--- config.mk ---
export PLATFORM = sky130hd
export DESIGN_NAME = hazard_scoreboard_flat
export DESIGN_NICKNAME = d
export VERILOG_FILES = /design/src/rtl/hazard_pkg.sv /design/src/rtl/ctrl_bus_if.sv /design/src/rtl/hazard_sb_bank.sv /design/src/rtl/hazard_scoreboard.sv /design/src/flat_wrapper.sv
export SDC_FILE = /design/constraint.sdc
export NUM_CORES = 1
export LEC_CHECK = 0
export CAP_MARGIN = 25
export CELL_PAD_IN_SITES_DETAIL_PLACEMENT = 0
export CELL_PAD_IN_SITES_GLOBAL_PLACEMENT = 2
export CORE_MARGIN = 4
export CORE_UTILIZATION = 36
export CTS_CLUSTER_DIAMETER = 50
export CTS_CLUSTER_SIZE = 24
export DETAILED_ROUTE_END_ITERATION = 10
export GPL_ROUTABILITY_DRIVEN = 0
export PLACE_DENSITY_LB_ADDON = 0.25
export SYNTH_ARGS = -nofsm -noshare
export SYNTH_HDL_FRONTEND = slang
export SYNTH_SLANG_ARGS = --single-unit
--- constraint.sdc ---
create_clock -name ctrl_bus_clk -period 8.6 [get_ports ctrl_bus_clk]
set_clock_uncertainty 0.05 [all_clocks]
set_input_delay 1.72 -clock ctrl_bus_clk [delete_from_list [all_inputs] [get_ports ctrl_bus_clk]]
set_output_delay 1.72 -clock ctrl_bus_clk [all_outputs]
set_load 0.02 [all_outputs]
--- src/rtl/hazard_pkg.sv ---
// Shared types and constants for the latency-scoreboard hazard unit.
package hazard_pkg;

    typedef enum logic [1:0] {
        FWD_RF = 2'b00,
        FWD_W  = 2'b01,
        FWD_M  = 2'b10
    } fwd_sel_e;

    localparam int MAX_LAT_DEF = 4;
    localparam int LAT_ALU     = 1;
    localparam int LAT_LOAD    = 2;
    localparam int LAT_MUL     = MAX_LAT_DEF;

    // Width of a counter that can hold 0..max_lat.
    function automatic int lat_w(input int max_lat);
        return $clog2(max_lat + 1);
    endfunction

endpackage

--- src/rtl/ctrl_bus_if.sv ---
// Clock and synchronous reset bundle shared by the pipeline control blocks.
interface ctrl_bus_if;
    logic clk;
    logic reset;

    modport central (input clk, input reset);
endinterface

--- src/rtl/hazard_sb_bank.sv ---
// Per-register pending-write latency counters with issue, decrement and freeze.
module hazard_sb_bank
    import hazard_pkg::*;
#(
    parameter int REG_BITS = 5,
    parameter int MAX_LAT  = 4,
    localparam int NREG    = 2 ** REG_BITS,
    localparam int LAT_W   = lat_w(MAX_LAT)
) (
    input  logic                clk,
    input  logic                reset,
    input  logic                freeze,
    input  logic                issue,
    input  logic [REG_BITS-1:0] issue_id,
    input  logic [LAT_W-1:0]    issue_lat,
    input  logic [REG_BITS-1:0] rs_id,
    input  logic [REG_BITS-1:0] rt_id,
    input  logic [REG_BITS-1:0] rd_id,
    output logic [LAT_W-1:0]    cnt_rs,
    output logic [LAT_W-1:0]    cnt_rt,
    output logic [LAT_W-1:0]    cnt_rd
);

    logic [NREG-1:0][LAT_W-1:0] cnt_q;
    logic [NREG-1:0][LAT_W-1:0] cnt_d;

    // An issue to r overrides its own decrement; entry 0 never holds a count.
    always_comb begin
        cnt_d = cnt_q;
        if (!freeze) begin
            for (int r = 1; r < NREG; r++) begin
                if (issue && (issue_id == REG_BITS'(r))) begin
                    cnt_d[r] = issue_lat;
                end else if (cnt_q[r] != '0) begin
                    cnt_d[r] = cnt_q[r] - LAT_W'(1);
                end
            end
        end
        cnt_d[0] = '0;
    end

    always_ff @(posedge clk) begin
        if (reset) begin
            cnt_q <= '0;
        end else begin
            cnt_q <= cnt_d;
        end
    end

    assign cnt_rs = cnt_q[rs_id];
    assign cnt_rt = cnt_q[rt_id];
    assign cnt_rd = cnt_q[rd_id];

endmodule

--- src/rtl/hazard_scoreboard.sv ---
// Scoreboard-based hazard unit: stall/flush/freeze enables, forwarding selects, stall counter.
module hazard_scoreboard
    import hazard_pkg::*;
#(
    parameter int REG_BITS = 5,
    parameter int MAX_LAT  = 4,
    parameter int PERF_W   = 16,
    localparam int LAT_W   = lat_w(MAX_LAT)
) (
    ctrl_bus_if.central         ctrl_bus,
    input  logic [REG_BITS-1:0] rs_D,
    input  logic [REG_BITS-1:0] rt_D,
    input  logic                use_rs_D,
    input  logic                use_rt_D,
    input  logic                branch_D,
    input  logic                wr_D,
    input  logic [REG_BITS-1:0] reg_id_D,
    input  logic [LAT_W-1:0]    lat_D,
    input  logic [REG_BITS-1:0] rs_E,
    input  logic [REG_BITS-1:0] rt_E,
    input  logic [REG_BITS-1:0] reg_id_M,
    input  logic [REG_BITS-1:0] reg_id_W,
    input  logic                reg_write_M,
    input  logic                reg_write_W,
    input  logic                mem_stall,
    output logic                pc_enab,
    output logic                enab_FD,
    output logic                flush_DE,
    output logic                enab_pipe,
    output logic                forwardA_D,
    output logic                forwardB_D,
    output logic [1:0]          forwardA_E,
    output logic [1:0]          forwardB_E,
    output logic [PERF_W-1:0]   stall_cycles
);

    logic [LAT_W-1:0]  cnt_rs;
    logic [LAT_W-1:0]  cnt_rt;
    logic [LAT_W-1:0]  cnt_rd;
    logic              stall_D;
    logic              issue;
    logic              m_fwd_ok;
    logic              w_fwd_ok;
    fwd_sel_e          fwd_a_e;
    fwd_sel_e          fwd_b_e;
    logic [PERF_W-1:0] stall_cnt_q;
    logic [PERF_W-1:0] stall_cnt_d;

    hazard_sb_bank #(
        .REG_BITS (REG_BITS),
        .MAX_LAT  (MAX_LAT)
    ) u_bank (
        .clk       (ctrl_bus.clk),
        .reset     (ctrl_bus.reset),
        .freeze    (mem_stall),
        .issue     (issue),
        .issue_id  (reg_id_D),
        .issue_lat (lat_D),
        .rs_id     (rs_D),
        .rt_id     (rt_D),
        .rd_id     (reg_id_D),
        .cnt_rs    (cnt_rs),
        .cnt_rt    (cnt_rt),
        .cnt_rd    (cnt_rd)
    );

    // Decode compares need the value one cycle earlier than the E-stage ALU does.
    always_comb begin
        stall_D = 1'b0;
        if ((use_rs_D && (cnt_rs >= LAT_W'(2))) || (use_rt_D && (cnt_rt >= LAT_W'(2)))) begin
            stall_D = 1'b1;
        end
        if (branch_D && ((use_rs_D && (cnt_rs != '0)) || (use_rt_D && (cnt_rt != '0)))) begin
            stall_D = 1'b1;
        end
        if (wr_D && (cnt_rd > lat_D)) begin
            stall_D = 1'b1;
        end
        issue = wr_D && (reg_id_D != '0) && !stall_D && !mem_stall;
    end

    always_comb begin
        m_fwd_ok = reg_write_M && (reg_id_M != '0);
        w_fwd_ok = reg_write_W && (reg_id_W != '0);

        fwd_a_e = FWD_RF;
        if (m_fwd_ok && (reg_id_M == rs_E)) begin
            fwd_a_e = FWD_M;
        end else if (w_fwd_ok && (reg_id_W == rs_E)) begin
            fwd_a_e = FWD_W;
        end

        fwd_b_e = FWD_RF;
        if (m_fwd_ok && (reg_id_M == rt_E)) begin
            fwd_b_e = FWD_M;
        end else if (w_fwd_ok && (reg_id_W == rt_E)) begin
            fwd_b_e = FWD_W;
        end

        forwardA_D = m_fwd_ok && (reg_id_M == rs_D);
        forwardB_D = m_fwd_ok && (reg_id_M == rt_D);
        forwardA_E = fwd_a_e;
        forwardB_E = fwd_b_e;
    end

    always_comb begin
        stall_cnt_d = stall_cnt_q;
        if ((stall_D || mem_stall) && (stall_cnt_q != '1)) begin
            stall_cnt_d = stall_cnt_q + PERF_W'(1);
        end
    end

    always_ff @(posedge ctrl_bus.clk) begin
        if (ctrl_bus.reset) begin
            stall_cnt_q <= '0;
        end else begin
            stall_cnt_q <= stall_cnt_d;
        end
    end

    // A freeze holds every stage in place, so no bubble is injected then.
    assign pc_enab      = !(stall_D || mem_stall);
    assign enab_FD      = !(stall_D || mem_stall);
    assign flush_DE     = stall_D && !mem_stall;
    assign enab_pipe    = !mem_stall;
    assign stall_cycles = stall_cnt_q;

endmodule

--- src/flat_wrapper.sv ---
// flat-port wrapper written by rule: the top's interface ports become plain ports
module hazard_scoreboard_flat import hazard_pkg::*;
#(
    parameter int REG_BITS = 5,
    parameter int MAX_LAT  = 4,
    parameter int PERF_W   = 16,
    localparam int LAT_W   = lat_w(MAX_LAT)
)
  (rs_D, rt_D, use_rs_D, use_rt_D, branch_D, wr_D, reg_id_D, lat_D, rs_E, rt_E, reg_id_M, reg_id_W, reg_write_M, reg_write_W, mem_stall, pc_enab, enab_FD, flush_DE, enab_pipe, forwardA_D, forwardB_D, forwardA_E, forwardB_E, stall_cycles, ctrl_bus_clk, ctrl_bus_reset);
  ctrl_bus_if ctrl_bus_i ();
  input  logic [REG_BITS-1:0] rs_D;
  input  logic [REG_BITS-1:0] rt_D;
  input  logic use_rs_D;
  input  logic use_rt_D;
  input  logic branch_D;
  input  logic wr_D;
  input  logic [REG_BITS-1:0] reg_id_D;
  input  logic [LAT_W-1:0] lat_D;
  input  logic [REG_BITS-1:0] rs_E;
  input  logic [REG_BITS-1:0] rt_E;
  input  logic [REG_BITS-1:0] reg_id_M;
  input  logic [REG_BITS-1:0] reg_id_W;
  input  logic reg_write_M;
  input  logic reg_write_W;
  input  logic mem_stall;
  output logic pc_enab;
  output logic enab_FD;
  output logic flush_DE;
  output logic enab_pipe;
  output logic forwardA_D;
  output logic forwardB_D;
  output logic [1:0] forwardA_E;
  output logic [1:0] forwardB_E;
  output logic [PERF_W-1:0] stall_cycles;
  input wire logic [$bits(ctrl_bus_i.clk)-1:0] ctrl_bus_clk;
  input wire logic [$bits(ctrl_bus_i.reset)-1:0] ctrl_bus_reset;
  assign ctrl_bus_i.clk = ctrl_bus_clk;
  assign ctrl_bus_i.reset = ctrl_bus_reset;
  hazard_scoreboard #(.REG_BITS(REG_BITS), .MAX_LAT(MAX_LAT), .PERF_W(PERF_W)) u_core (.ctrl_bus(ctrl_bus_i), .rs_D(rs_D), .rt_D(rt_D), .use_rs_D(use_rs_D), .use_rt_D(use_rt_D), .branch_D(branch_D), .wr_D(wr_D), .reg_id_D(reg_id_D), .lat_D(lat_D), .rs_E(rs_E), .rt_E(rt_E), .reg_id_M(reg_id_M), .reg_id_W(reg_id_W), .reg_write_M(reg_write_M), .reg_write_W(reg_write_W), .mem_stall(mem_stall), .pc_enab(pc_enab), .enab_FD(enab_FD), .flush_DE(flush_DE), .enab_pipe(enab_pipe), .forwardA_D(forwardA_D), .forwardB_D(forwardB_D), .forwardA_E(forwardA_E), .forwardB_E(forwardB_E), .stall_cycles(stall_cycles));
endmodule
== Word-level counts from Yosys, hierarchy flattened ==
Index checks and enable logic that the tools add are counted.

* Output and inout port bits: 26
* Bits in registers: 112
* Input bits: 47

* Reduce and logical (&&, ||, !) cells: 154
* Order comparisons: 6
* Equal/unequal tests: 38
* Bitwise gates (word level): 1
* $add $sub $neg: 32
* Mux-type cells: 75

{| class="wikitable"
|+ Operators with widths
! kind !! count
|-
| 2-to-1 mux 3 bit || 65
|-
| nonzero test 3 bit || 33
|-
| subtractor 3 x 1 -> 3 bit, second input constant || 31
|-
| == test 5 bit, second input constant || 16
|-
| AND reduction 2 bit || 31
|-
| nonzero test 2 bit || 31
|-
| logical AND 1 bit || 50
|-
| binary-select mux 3 bit (select 5 bit) || 3
|-
| == test 5 x 4 -> 1 bit, second input constant || 8
|-
| == test 5 bit || 6
|-
| == test 5 x 3 -> 1 bit, second input constant || 4
|-
| less-than comparator 5 x 6 -> 1 bit, second input constant || 3
|-
| adder 16 x 1 -> 16 bit, second input constant || 1
|-
| != test 16 bit, second input constant || 1
|-
| nonzero test 5 bit || 3
|-
| == test 5 x 2 -> 1 bit, second input constant || 2
|-
| >= comparator 3 x 2 -> 1 bit, second input constant || 2
|-
| == test 5 x 1 -> 1 bit, second input constant || 1
|-
| 2-to-1 mux 1 bit || 5
|-
| 2-to-1 mux 2 bit || 2
|-
| > comparator 3 bit || 1
|-
| zero test 1 bit || 3
|-
| logical OR 1 bit || 3
|-
| inverter 1 bit || 1
|}

== Longest topological paths before layout ==
* Depth after elaboration: 14
* Depth in mapped cells: 23

== By module ==
Synthesis repeated with hierarchy kept, for this count alone.

* Cell total of the unflattened synthesis: 1306
* Area total of the unflattened synthesis: 10430.0 um^2

{| class="wikitable"
|+ By module, submodules not included
! module !! sequential area each (um^2) !! cells an instance !! times used !! area an instance (um^2)
|-
| hazard_sb_bank || 1861.8 || 1131 || 1 || 9034.9
|-
| hazard_scoreboard || 320.3 || 175 || 1 || 1395.1
|}

== Worst setup path after synthesis ==
Ideal clock, no wire load.

* Path type: input port to output port
* Start point: input port reg_id_D[0]
* End point: output port pc_enab
* Setup slack: 0.791 ns
* Cell stages on the path: 17
* Data arrival time: 6.039 ns
* Cell sequence: clkbuf_1 > buf_1 > mux4_2 > mux4_2 > mux2_2 > ha_1 > nor2b_1 > o21ai_0 > a21oi_1 > nor4_1 > a31oi_1 > a211o_4 > inv_2 > buf_6 > buf_2 > buf_2 > buf_4

* Cells in the longest elaborated chain, start to end: 7

{| class="wikitable"
|+ Ends and longest elaborated chain
! what !! RTL line !! text
|-
| start: declaration || flat_wrapper.sv:17 || <nowiki>input logic [REG_BITS-1:0] reg_id_D;</nowiki>
|-
| binary-select mux 3 bit (select 5 bit) || hazard_sb_bank.sv:52 || <nowiki>assign cnt_rd = cnt_q[rd_id];</nowiki>
|-
| 2-to-1 mux 3 bit (not written as such) || hazard_sb_bank.sv:52 ||
|-
| > comparator 3 bit || hazard_scoreboard.sv:76 || <nowiki>if (wr_D && (cnt_rd > lat_D)) begin</nowiki>
|-
| logical AND 1 bit || hazard_scoreboard.sv:76 ||
|-
| 2-to-1 mux 1 bit || hazard_scoreboard.sv:76 ||
|-
| logical OR 1 bit || -- ||
|-
| zero test 1 bit || -- ||
|-
| end: declaration || flat_wrapper.sv:26 || <nowiki>output logic pc_enab;</nowiki>
|}

No other way between the ends. The select of a mux whose other input is x is not followed.

== Worst setup path in the final report ==
* Start point: input port reg_id_D[1]
* End point: output port pc_enab

* Cells in the longest elaborated chain, start to end: 7

{| class="wikitable"
|+ Ends and longest elaborated chain
! what !! RTL line !! text
|-
| binary-select mux 3 bit (select 5 bit) || hazard_sb_bank.sv:52 ||
|-
| 2-to-1 mux 3 bit (not written as such) || hazard_sb_bank.sv:52 ||
|-
| > comparator 3 bit || hazard_scoreboard.sv:76 ||
|-
| logical AND 1 bit || hazard_scoreboard.sv:76 ||
|-
| 2-to-1 mux 1 bit || hazard_scoreboard.sv:76 ||
|-
| logical OR 1 bit || hazard_scoreboard.sv:122 || <nowiki>assign pc_enab = !(stall_D || mem_stall);</nowiki>
|-
| zero test 1 bit || hazard_scoreboard.sv:122 ||
|}

No other way between the ends. The select of a mux whose other input is x is not followed.

==> impl_metrics.ini <==
[routing]
wl_per_cell_um = 22.9
drt_wl_total_um = 36300
via_count = 9645
drt_iter0_drc = 833
avgViaCountPerCell = 6.08
detail-route-antenna-nets = 0
drc = 0
drt_pass1_iterations = 5

[clock_tree]
cts_buffers = 9
ctsHoldBuffers = 0
numClockSinks = 109
clock_latency_ps = 380
post_cts_buffers = 0
clockBufferDepth = 2
cts.clk_slew.worst_paths_ps = 80
cts_resized = 0
tritoncts = built
htreeDepth = 3
root_buffer = clkbuf_16

[global_route]
antenna_found_initial = 0
grt_pass1_vias = 9253
grt_pass1_wl_um = 56000
grt_max_degree = 56
grt-ovfl-total = 0
grt_usage_pct = 23.5

[synthesis]
yosysMostFrequentCell = nor2_1
avgSynthCellArea_um2 = 8.09
ys_types = 78
synth_top_cells_by_area = dfxtp_1 (22%), mux4_2 (11%), ha_1 (8.4%)
yosysWarnings = 0
synthesis.instances = 1218
yosysTopAreaCell = dfxtp_1
synth_top_flop_cell = dfxtp_1
synth-seq-cells = 109
synth_edf_count = 0
yosysSeqAreaShare_pct = 22.1
synth_top_area_share_pct = 22.1
synthesis.area_mm2 = 0.00986
yosys-top-cells-count = nor2_1 (131), dfxtp_1 (109), inv_1 (84)
async_flop_share_pct = 0
syn-num-nets = 1331

[finish]
fillers = 2764
drive_gt1_share_pct = 9.08
syn_to_final_growth_pct = 12.9
diodes = 0
instances_no_fill = 1586
final_nets = 1353

[setup_path]
cp-end-kind = primary output
critPathRequiredTime_ps = 6830
path_class = primary input to primary output
arrival_ps = 6210
worst-path-max-fanout = 36
critPathLaunchType = primary input

[timing]
fmax_mhz = 125
finalSetupTns_ps = 0
setup_violations = 0
rsz0062_at_grt = false
finalHoldViolations = 0
timing.hold.ws_ps = 470
relSlewSlack_pct = 31.3
period_needed_ps = 7980
tightest_slew_ps = 1020
report.final.slew_viol_count = 0
fin_crit_sh_pct = 92.7

[floorplanning]
die_y_um = 173
die_width_um = 173
core_mm2 = 0.0270
initial_core_util_pct = 36.6
dieArea_mm2 = 0.0301
rows = 60
pin_count = 73

[outcome]
status = finished, final reports clean

[placement]
numPortBuffers = 72
dp_hpwl_um = 26800
placed_cells = 1570

[power_and_ir_drop]
power.density_mw_per_mm2 = 254
power.leakage_nw = 3.89
irDropWorstVdd_mv = 0.0969

[hold_path]
hold_path.class = flip-flop to flip-flop

[run]
cap_viol_max_count = 0
-- per-layer routing --
layer | up-vias | global-route usage (%) | wire length [um]
li1 | 4534 | - | -
met1 | 4618 | 30.9 | 15500
met2 | 401 | 39.4 | 17100
met3 | 92 | 3.66 | 2550
met4 | 0 | 8.08 | 1230
met5 | - | 0 | 0
-- kinds of logic after synthesis --
group,after synthesis,synth area share [%]
AND/OR/NAND/NOR,453,24.0
flip-flops,109,22.1
buffers and inverters,168,6.77
adder cells (fa/ha/maj),66,8.38
multiplexers,93,15.5
XOR/XNOR,54,4.80
AO/OA/AOI/OAI,275,18.4
-- final timing paths --
kind,from,endpoint,slack [ps],depth (start not counted)
worst min register to register,u_core.u_bank.cnt_q[8],u_core.u_bank.cnt_q[8],470,2
worst max-delay path,reg_id_D[1],pc_enab,620,14
worst max register to register,u_core.u_bank.cnt_q[52],u_core.u_bank.cnt_q[85],3710,15
worst min-delay path,u_core.u_bank.cnt_q[8],u_core.u_bank.cnt_q[8],470,2
-- area by class of cell --
type / instances / area (um^2) / area share, %
multi-input cells: 941 / 7020 / 63.0
flip-flops and latches: 109 / 2180 / 19.6
repair buffers: 93 / 868 / 7.80
well taps: 341 / 427 / 3.83
inverters: 86 / 323 / 2.90
clock buffers: 9 / 225 / 2.02
clock inverters: 7 / 92.6 / 0.832
-- cell usage in the layout (no fill, tap or decap), drive strengths merged, types with 8 or more instances in the layout --
cell and count:
a2111oi 11, a211oi 22, a21oi 76, a22oi 11, a31oi 28, and3 9
buf 24, clkbuf 9, clkdlybuf4s50 69, dfxtp 109, ha 66, inv 88
mux2 8, mux2i 38, mux4 47, nand2 66, nand2b 21, nand3 45
nand4 21, nor2 132, nor2b 37, nor3 38, nor4 20, nor4b 28
o21ai 54, xnor2 32, xor2 22
-- power by group --
group / switching [W] / total [W] / internal [W]
logic: 0.000748 / 0.00144 / 0.000687
clock network: 0.000230 / 0.000464 / 0.000234
registers: 0.000275 / 0.000929 / 0.000654
-- critical path: stages --
cell             delay [ps]
clkdlybuf4s50_1         460
buf_4                   360
mux4_2                  370
mux4_2                  500
mux2_2                  280
ha_1                    280
nor2b_1                 130
o21ai_0                 140
a21oi_1                 150
nor4_1                  300
a31oi_1                 200
a211o_4                 490
inv_2                   170
clkdlybuf4s50_1         630
-- flip-flops by register name, indices dropped and copies added, names as in the netlist --
name                 cells
u_core.u_bank.cnt_q     93
u_core.stall_cycles     16
-- through the flow --
stage | util [%] | setup slack [ps] | power, W | instance area, um^2
after global routing | 41.3 | 340 | 0.00305 | 11100
final | 41.3 | 624 | 0.00283 | 11100
after CTS | 41.3 | 679 | 0.00283 | 11100
after global placement | 40.1 | 760 | 0.00235 | 10800
after detailed placement | 40.1 | 701 | 0.00235 | 10800
after floorplan | - | 791 | 0.00194 | 9860
(Power assumes the default switching activity.)
